===== config.mk =====
export PLATFORM = sky130hd
export DESIGN_NAME = seg_scan_regfile
export DESIGN_NICKNAME = d
export VERILOG_FILES = /design/src/rtl/seg_scan_regfile.sv
export SDC_FILE = /design/constraint.sdc
export NUM_CORES = 1
export LEC_CHECK = 0
export CAP_MARGIN = 20
export CORE_UTILIZATION = 60
export CTS_BUF_LIST = sky130_fd_sc_hd__clkbuf_4 sky130_fd_sc_hd__clkbuf_8
export CTS_CLUSTER_DIAMETER = 60
export CTS_CLUSTER_SIZE = 28
export DETAILED_ROUTE_END_ITERATION = 7
export PLACE_DENSITY_LB_ADDON = 0.08
export SYNTH_ARGS = -nofsm -noshare
export SYNTH_HDL_FRONTEND = slang
export SYNTH_SLANG_ARGS = --single-unit
export TNS_END_PERCENT = 10

===== constraint.sdc =====
create_clock -name clk -period 3.5 [get_ports clk]
set_clock_uncertainty 0.1 [all_clocks]
set_input_delay 0.525 -clock clk [delete_from_list [all_inputs] [get_ports clk]]
set_output_delay 0.525 -clock clk [all_outputs]
set_load 0.05 [all_outputs]

===== src/rtl/seg_scan_regfile.sv =====
// ---------------------------------------------------------------------------
// seg_scan_regfile
//   Multi-digit 7-segment register file with a built-in time-multiplexed scan
//   driver. Each of NUM_DIGITS entries holds {valid, dp, code[3:0]}. The scan
//   walks the entries one slot (SCAN_DIV clocks) at a time and drives a shared
//   active-low segment bus plus one active-low digit enable. The first clock of
//   every slot blanks all digits to avoid ghosting between neighbours.
//
// Ports
//   clk      system clock, all state on the rising edge
//   rst_n    asynchronous active-low reset
//   wr_en    write strobe
//   wr_addr  entry to write (addresses >= NUM_DIGITS are ignored)
//   wr_data  digit code
//   wr_dp    decimal point for the entry, 1 = lit
//   clear    synchronous clear of every valid flag (wins over a write)
//   rd_addr  readback address
//   rd_data  registered {valid, dp, code} of rd_addr, 0 when out of range
//   seg_n    segments, active low: [0]=a .. [6]=g, [7]=dp
//   dig_n    digit enables, active low, at most one low
// ---------------------------------------------------------------------------
module seg_scan_regfile #(
  parameter int NUM_DIGITS = 8,
  parameter int ADDR_W     = 3,
  parameter int SCAN_DIV   = 1000,
  parameter int HEX_MODE   = 0
) (
  input  logic                  clk,
  input  logic                  rst_n,
  input  logic                  wr_en,
  input  logic [ADDR_W-1:0]     wr_addr,
  input  logic [3:0]            wr_data,
  input  logic                  wr_dp,
  input  logic                  clear,
  input  logic [ADDR_W-1:0]     rd_addr,
  output logic [5:0]            rd_data,
  output logic [7:0]            seg_n,
  output logic [NUM_DIGITS-1:0] dig_n
);

  localparam int CNT_W = (SCAN_DIV > 1) ? $clog2(SCAN_DIV) : 1;

  // Entry layout: [5]=valid, [4]=dp, [3:0]=code
  logic [5:0]            entry [NUM_DIGITS];
  logic [CNT_W-1:0]      cnt;
  logic [ADDR_W-1:0]     idx;

  logic [5:0]            scan_entry;
  logic [5:0]            rd_entry;
  logic [NUM_DIGITS-1:0] dig_next;
  logic                  cnt_last;
  logic                  idx_last;

  function automatic logic [7:0] decode(input logic [5:0] e);
    logic [6:0] s;
    case (e[3:0])
      4'h0: s = 7'h40;
      4'h1: s = 7'h79;
      4'h2: s = 7'h24;
      4'h3: s = 7'h30;
      4'h4: s = 7'h19;
      4'h5: s = 7'h12;
      4'h6: s = 7'h02;
      4'h7: s = 7'h78;
      4'h8: s = 7'h00;
      4'h9: s = 7'h10;
      4'hA: s = 7'h08;
      4'hB: s = 7'h03;
      4'hC: s = 7'h46;
      4'hD: s = 7'h21;
      4'hE: s = 7'h06;
      default: s = 7'h0E;
    endcase
    // BCD builds blank the non-decimal codes instead of showing letters
    if (HEX_MODE == 0 && e[3:0] > 4'd9) s = 7'h7F;
    if (!e[5]) decode = 8'hFF;
    else       decode = {~e[4], s};
  endfunction

  assign cnt_last = (cnt == CNT_W'(SCAN_DIV - 1));
  assign idx_last = (idx == ADDR_W'(NUM_DIGITS - 1));

  // Address-compare muxes: unmatched (out-of-range) addresses fall out as 0.
  always_comb begin
    scan_entry = '0;
    rd_entry   = '0;
    for (int i = 0; i < NUM_DIGITS; i++) begin
      if (idx == ADDR_W'(i))     scan_entry = entry[i];
      if (rd_addr == ADDR_W'(i)) rd_entry   = entry[i];
    end
  end

  // Slot's first cycle (cnt==0) keeps every digit off as a ghost-blanking gap.
  always_comb begin
    dig_next = '1;
    for (int i = 0; i < NUM_DIGITS; i++) begin
      dig_next[i] = !((cnt != '0) && (idx == ADDR_W'(i)));
    end
  end

  // Entry storage
  always_ff @(posedge clk or negedge rst_n) begin
    if (!rst_n) begin
      for (int i = 0; i < NUM_DIGITS; i++) entry[i] <= '0;
    end else begin
      for (int i = 0; i < NUM_DIGITS; i++) begin
        if (clear)
          entry[i][5] <= 1'b0;   // dp and code survive a clear
        else if (wr_en && wr_addr == ADDR_W'(i))
          entry[i] <= {1'b1, wr_dp, wr_data};
      end
    end
  end

  // Scan counters
  always_ff @(posedge clk or negedge rst_n) begin
    if (!rst_n) begin
      cnt <= '0;
      idx <= '0;
    end else begin
      cnt <= cnt_last ? '0 : cnt + CNT_W'(1);
      if (cnt_last) idx <= idx_last ? '0 : idx + ADDR_W'(1);
    end
  end

  // Output registers, all fed from pre-edge state. Readback therefore returns
  // the pre-write value on a same-address read-during-write.
  always_ff @(posedge clk or negedge rst_n) begin
    if (!rst_n) begin
      seg_n   <= 8'hFF;
      dig_n   <= '1;
      rd_data <= '0;
    end else begin
      seg_n   <= decode(scan_entry);
      dig_n   <= dig_next;
      rd_data <= rd_entry;
    end
  end

endmodule


==> Word level (Yosys, flattened, before mapping) <==
Memories as Yosys holds them, arrays and structs flattened.
Index checks and enable logic that the tools add are counted.
{ "classes": {"n_addsub": 2, "n_lt_le_gt_ge": 1, "n_eq_ne": 22, "muxes": 36, "bitwise_logic": 2, "n_reduce_logical": 44} }
{ "op_table": {"columns": ["op", "count"], "rows": [
  ["$mux W6", 24],
  ["$eq A3 B3 Y1 const B", 12],
  ["$eq A3 B2 Y1 const B", 6],
  ["$logic_and A1 B1 Y1", 16],
  ["$reduce_and A2 Y1", 8],
  ["$reduce_bool A2 Y1", 8],
  ["$add A10 B1 Y10 const B", 1],
  ["$eq A10 B10 Y1 const B", 1],
  ["$mux W10", 1],
  ["$reduce_bool A10 Y1", 1],
  ["$eq A3 B1 Y1 const B", 3],
  ["$logic_not A3 Y1", 3],
  ["$logic_not A1 Y1", 8],
  ["$mux W1", 8],
  ["$mux W8", 1],
  ["$mux W7", 1],
  ["$gt A4 B4 Y1 const B", 1],
  ["$add A3 B1 Y3 const B", 1],
  ["$mux W3", 1],
  ["$not A1 Y1", 2]
]} }
{ "word_totals": {"register_bits": 83, "rom_bits": 112, "inputBits": 15, "out_inout_bits": 22, "word_cells": 129, "mem_count": 1} }
{ "memory_table": {"columns": ["name", "words", "width", "read_ports", "rd_ports_with_merged_regs", "wr", "line", "text"], "rows": [
  ["(no name shown)", 16, 7, 1, 0, 0, "56", "case (e[3:0])"]
]} }

==> Depth between registers and ports, before layout <==
{ "depth": {"word_depth": 12, "depth_mapped": 16, "mapped_depth_nobuf": 13} }

==> Least setup slack after synthesis <==
No wires, ideal clock.
{ "synth_path": {"kind": "flip-flop to flip-flop", "start": "register idx[0]", "end": "register seg_n[3]", "arrival_time_ps": 2760, "slack_ps": 529, "stages_incl_launch_ff": 14, "path_buffers": 2, "period_less_slack_ps": 2971, "cell_sequence": "dfrtp_1 inv_1 ha_1 buf_2 buf_1 a21oi_1 a221oi_1 o22ai_1 a2bb2oi_1 nand2_1 ha_1 or3b_1 o211ai_1 o311ai_0"} }
{ "synth_via": {"elab_chain_len": 12} }
{ "synth_rtl": {"columns": ["item", "line", "text"], "rows": [
  ["start, declared", "46", "logic [ADDR_W-1:0] idx;"],
  ["start signal, assigned", "122", "if (cnt_last) idx <= idx_last ? '0 : idx + ADDR_W'(1);"],
  ["$logic_not A3 Y1", "88", "if (idx == ADDR_W'(i)) scan_entry = entry[i];"],
  ["$mux W6 (7 in series)", "88", null],
  ["$mux W6 *", "88", null],
  ["$mem_v2 Z16 W7 or $gt A4 B4 Y1 (tied branches)", null, null],
  ["$mux W7", "75", "if (HEX_MODE == 0 && e[3:0] > 4'd9) s = 7'h7F;"],
  ["$mux W8 *", "76", "if (!e[5]) decode = 8'hFF;"],
  ["end signal, assigned", "134", "seg_n <= decode(scan_entry);"],
  ["end, declared", "37", "output logic [7:0] seg_n,"]
]} }
Mark *: on every way between the ends. The rest lies on a longest branch, timed or not.
A chain may end at the register's enable or synchronous reset.

==> Worst setup path in the final report <==
{ "layout_path": {"start": "register idx[0]", "end": "register seg_n[5]"} }
Same word-level chain as after synthesis.

==> summary.md <==
| Metric | Value |
|---|---|
| Initial drt markers | `234` |
| Clock power share | `0.313` |
| Primary FF master, synth | `dfrtp_1` |
| Ports | `37` |
| Hold wc startpoint | `cnt[0]$_DFF_PN0_` |
| Num CTS Buffers | `9` |
| Critical path startpoint category | `register` |
| RSZ-0062 raised after global routing | `false` |
| Nets | `about 500` |
| Ranking of synthesized cells by area | `dfrtp_1 38%, mux2_2 10%, dfstp_2 9.6%` |
| First-pass GRT wire length | `16,600 microns` |
| CTS root buffer | `clkbuf_8` |
| Register share of total power | `0.480` |
| R2R Path Start | `idx[0]$_DFFE_PN0N_` |
| Grt total ovfl | `0` |
| Cell family with most CP delay | `compound AO/OA/AOI/OAI gates` |
| Worst R2R Path Depth | `12` |
| Clock sink count | `between 80 and 90` |
| Worst-margin pin slew | `930 ps` |
| Final worst-path cycle share | `0.910` |
| Combinational power share | `0.207` |
| Syn-to-layout area delta | `16.8%` |
| Setup total negative slack | `0 ps` |
| Max capacitance violation total | `0` |
| Hold EP | `cnt[0]$_DFF_PN0_` |
| Initial Utilization | `0.632` |
| Sw Pwr | `around 0.74 mW` |
| Largest net degree at the start of global routing | `84` |
| Die Y-Extent | `87.5 microns` |
| Post-Synthesis Cells | `about 440` |
| Max stage delay cell, worst path | `dfrtp_1` |
| Routed vias | `around 3,500` |
| Antenna violations before repair | `0` |
| CP Capture Type | `register` |
| Core ar. | `roughly 0.0069 sq mm` |
| Number of synthesized flops with an enable pin | `0` |
| Mean number of vias per cell | `roughly 6.1` |
| Yosys cell types | `56` |
| Period minus WS final | `3180 ps` |
| ANT cells | `0` |
| Setup WS pre-CTS | `364 ps` |
| Outcome | `completed` |
| Worst path most repeated cell | `ha_1` |
| Final-report hold violation count | `0` |
| Worst EP arrival | `about 3400 ps` |
| Synth cell count leaders | `67 x dfrtp_1, 48 x nand2_1, 39 x mux2_2, 29 x nor2_1, 29 x o21ai_0` |
| GPL Wtd Cong | `approximately 0.9` |
| Register area | `~0.0021 sq mm` |
| Final setup fails | `0` |
| Die area | `0.00766 sq mm` |
| Pint | `1.76 mW` |
| Synthesized net count | `463` |
| R2R Setup Slk | `about 320 ps` |
| Hold Path Stages | `1` |
| Layout cell share with drive strength beyond 1 | `0.195` |
| Post-synthesis sequential area ratio | `0.478` |
| Yosys warns | `0` |
| WS Path Type | `reg -> reg` |
| Post-route antenna net violation count | `0` |
| Cell row count | `30` |
| Req. time, crit path | `between 3000 and 4000 ps` |
| Worst min path class | `reg -> reg` |
| Avg Cell Area, Syn | `10.1 sq um` |
| Max Freq | `314 MHz` |
| Relative slew slack | `0.374` |
| Number of global-route vias before repair | `3,302` |
| WL/cell | `roughly 18 microns` |
| Leakage power | `between 2 and 2.5 nW` |
| Aggregate global-route resource usage | `0.295` |
| Reg2reg end | `seg_n[5]$_DFF_PN1_` |
| Synthesized area | `~0.0044 sq mm` |
| Postcts setup bufs | `0` |
| DRT Pass-1 Iters | `5` |
| Switching part of the total | `0.295` |
| Count leader, synth | `dfrtp_1` |
| TritonCTS clock tree | `yes` |
| Worst Path Max Fanout | `16` |
| Async S/R FF share, synth | `1.00` |
| Largest vdd supply drop | `approximately 0.00033 V` |
| Fill cells | `around 490` |
| Multi-input logic area | `between 0.002 and 0.0025 sq mm` |
| Crit-path cells | `ha_1 -> ha_1 -> buf_4 -> nand3b_1 -> o211ai_1 -> a211oi_1 -> a311o_1 -> inv_1 -> ha_1 -> nor3_1 -> nand2_1 -> a32o_1` |
| WL final | `between 10,000 and 15,000 microns` |
| Worst skew pair latency | `about 370 ps` |
| Area leader, netlist | `dfrtp_1` |
| Final setup margin | `approximately 320 ps` |
| DP Wirelength | `between 7000 and 8000 microns` |
| CTS H-Tree Depth | `3` |
| Pwr Density | `488 mW/mm^2` |
| Remaining DRCs | `0` |
| #FFs+latches synth | `83` |
| Worst path max stage delay | `~420 ps` |
| Reg clk slew, reported paths | `approximately 90 ps` |
| Die Wd | `about 88 microns` |
| IO Port Bufs | `36` |
| Deepest clock path buffer count | `2` |
| CP Buf/Inv Count | `2` |
| Post-synth top area share | `0.382` |
| Slew Viols, Final | `0` |
-- power groups by stage --
stage          Sequential [mW]  Clock (mW)  Combinational [mW]
2_1_floorplan             1.23           0               0.316
3_3_place_gp              1.21           0               0.498
3_5_place_dp              1.21           0               0.508
4_1_cts                   1.20       0.798               0.510
5_1_grt                   1.22       0.831               0.564
6_report                  1.20       0.783               0.518
-- cells by family after synthesis --
logic type               after synthesis  synth area share
buffers and inverters                 45            0.0428
AND/OR/NAND/NOR                      142             0.157
flip-flops                            83             0.478
AO/OA/AOI/OAI                         99             0.149
XOR/XNOR                               6            0.0120
multiplexers                          47             0.124
adder cells (fa/ha/maj)               13            0.0371
-- worst reg2reg max path: cells and delay by family (launching register included) --
family,cells,cell delay [ps]
AOI/OAI and AO/OA,4,880
adders and majority gates,3,730
and+or+nand+nor,3,610
DFF,1,420
buffers and inverters,2,370
-- timing repair --
action	CTS	global route
hold endpoints to repair	0	8
hold buffers	0	1
endpoints found under the setup margin	0	2
resized for setup	0	1
-- per-layer routing --
layer  vias up  global-route usage  share of wire
met1      1717               0.400           0.44
met2       141               0.460           0.46
li1       1626                   -              -
met5         -                   0              0
met4         0               0.125          0.028
met3        28              0.0654          0.065
-- worst max path at each step --
stage	from	to	slack [ps]	cells after the start
finish	idx[0]$_DFFE_PN0N_	seg_n[5]$_DFF_PN1_	320	12
global route	idx[0]$_DFFE_PN0N_	seg_n[0]$_DFF_PN1_	30	13
CTS	idx[0]$_DFFE_PN0N_	seg_n[0]$_DFF_PN1_	340	13
detailed placement	idx[0]$_DFFE_PN0N_	seg_n[0]$_DFF_PN1_	360	13
global placement	idx[0]$_DFFE_PN0N_	seg_n[0]$_DFF_PN1_	460	13
floorplan	idx[0]$_DFFE_PN0N_	seg_n[3]$_DFF_PN1_	530	13
-- cell usage in the layout, fill, tap and decap left out, drive strengths merged, types with 13 or more instances in the layout --
cell type	instances
dfrtp	67
nand2	48
mux2	39
clkdlybuf4s50	35
nor2	29
o21ai	29
inv	21
a21oi	21
nand3	19
dfstp	16
buf	15
ha	13
-- final cells by class --
type / count / share of cell area
inverter: 21 / 0.0154
clock buffer: 11 / 0.0283
timing repair buffer: 51 / 0.0962
multi-input combinational: 307 / 0.411
sequential: 83 / 0.409
clock inverter: 5 / 0.0166
tap: 96 / 0.0234
-- through the flow --
step / util / power, mW / cell area, sq um / hold WS, ps / cells
5_1_grt: 0.738 / 2.61 / 5120 / 415 / 574
4_1_cts: 0.732 / 2.50 / 5080 / 256 / 572
6_report: 0.738 / 2.50 / 5120 / 384 / 574
3_5_place_dp: 0.699 / 1.72 / 4850 / 376 / 556
3_3_place_gp: 0.699 / 1.71 / 4850 / 365 / 556
2_1_floorplan: - / 1.54 / 4390 / 129 / 435
-- registers in the layout, indices dropped and copies added, names as in the netlist --
register  flops
entry        48
cnt          10
idx           3
dig_n         8
rd_data       6
seg_n         8
(Power assumes the default switching activity.)
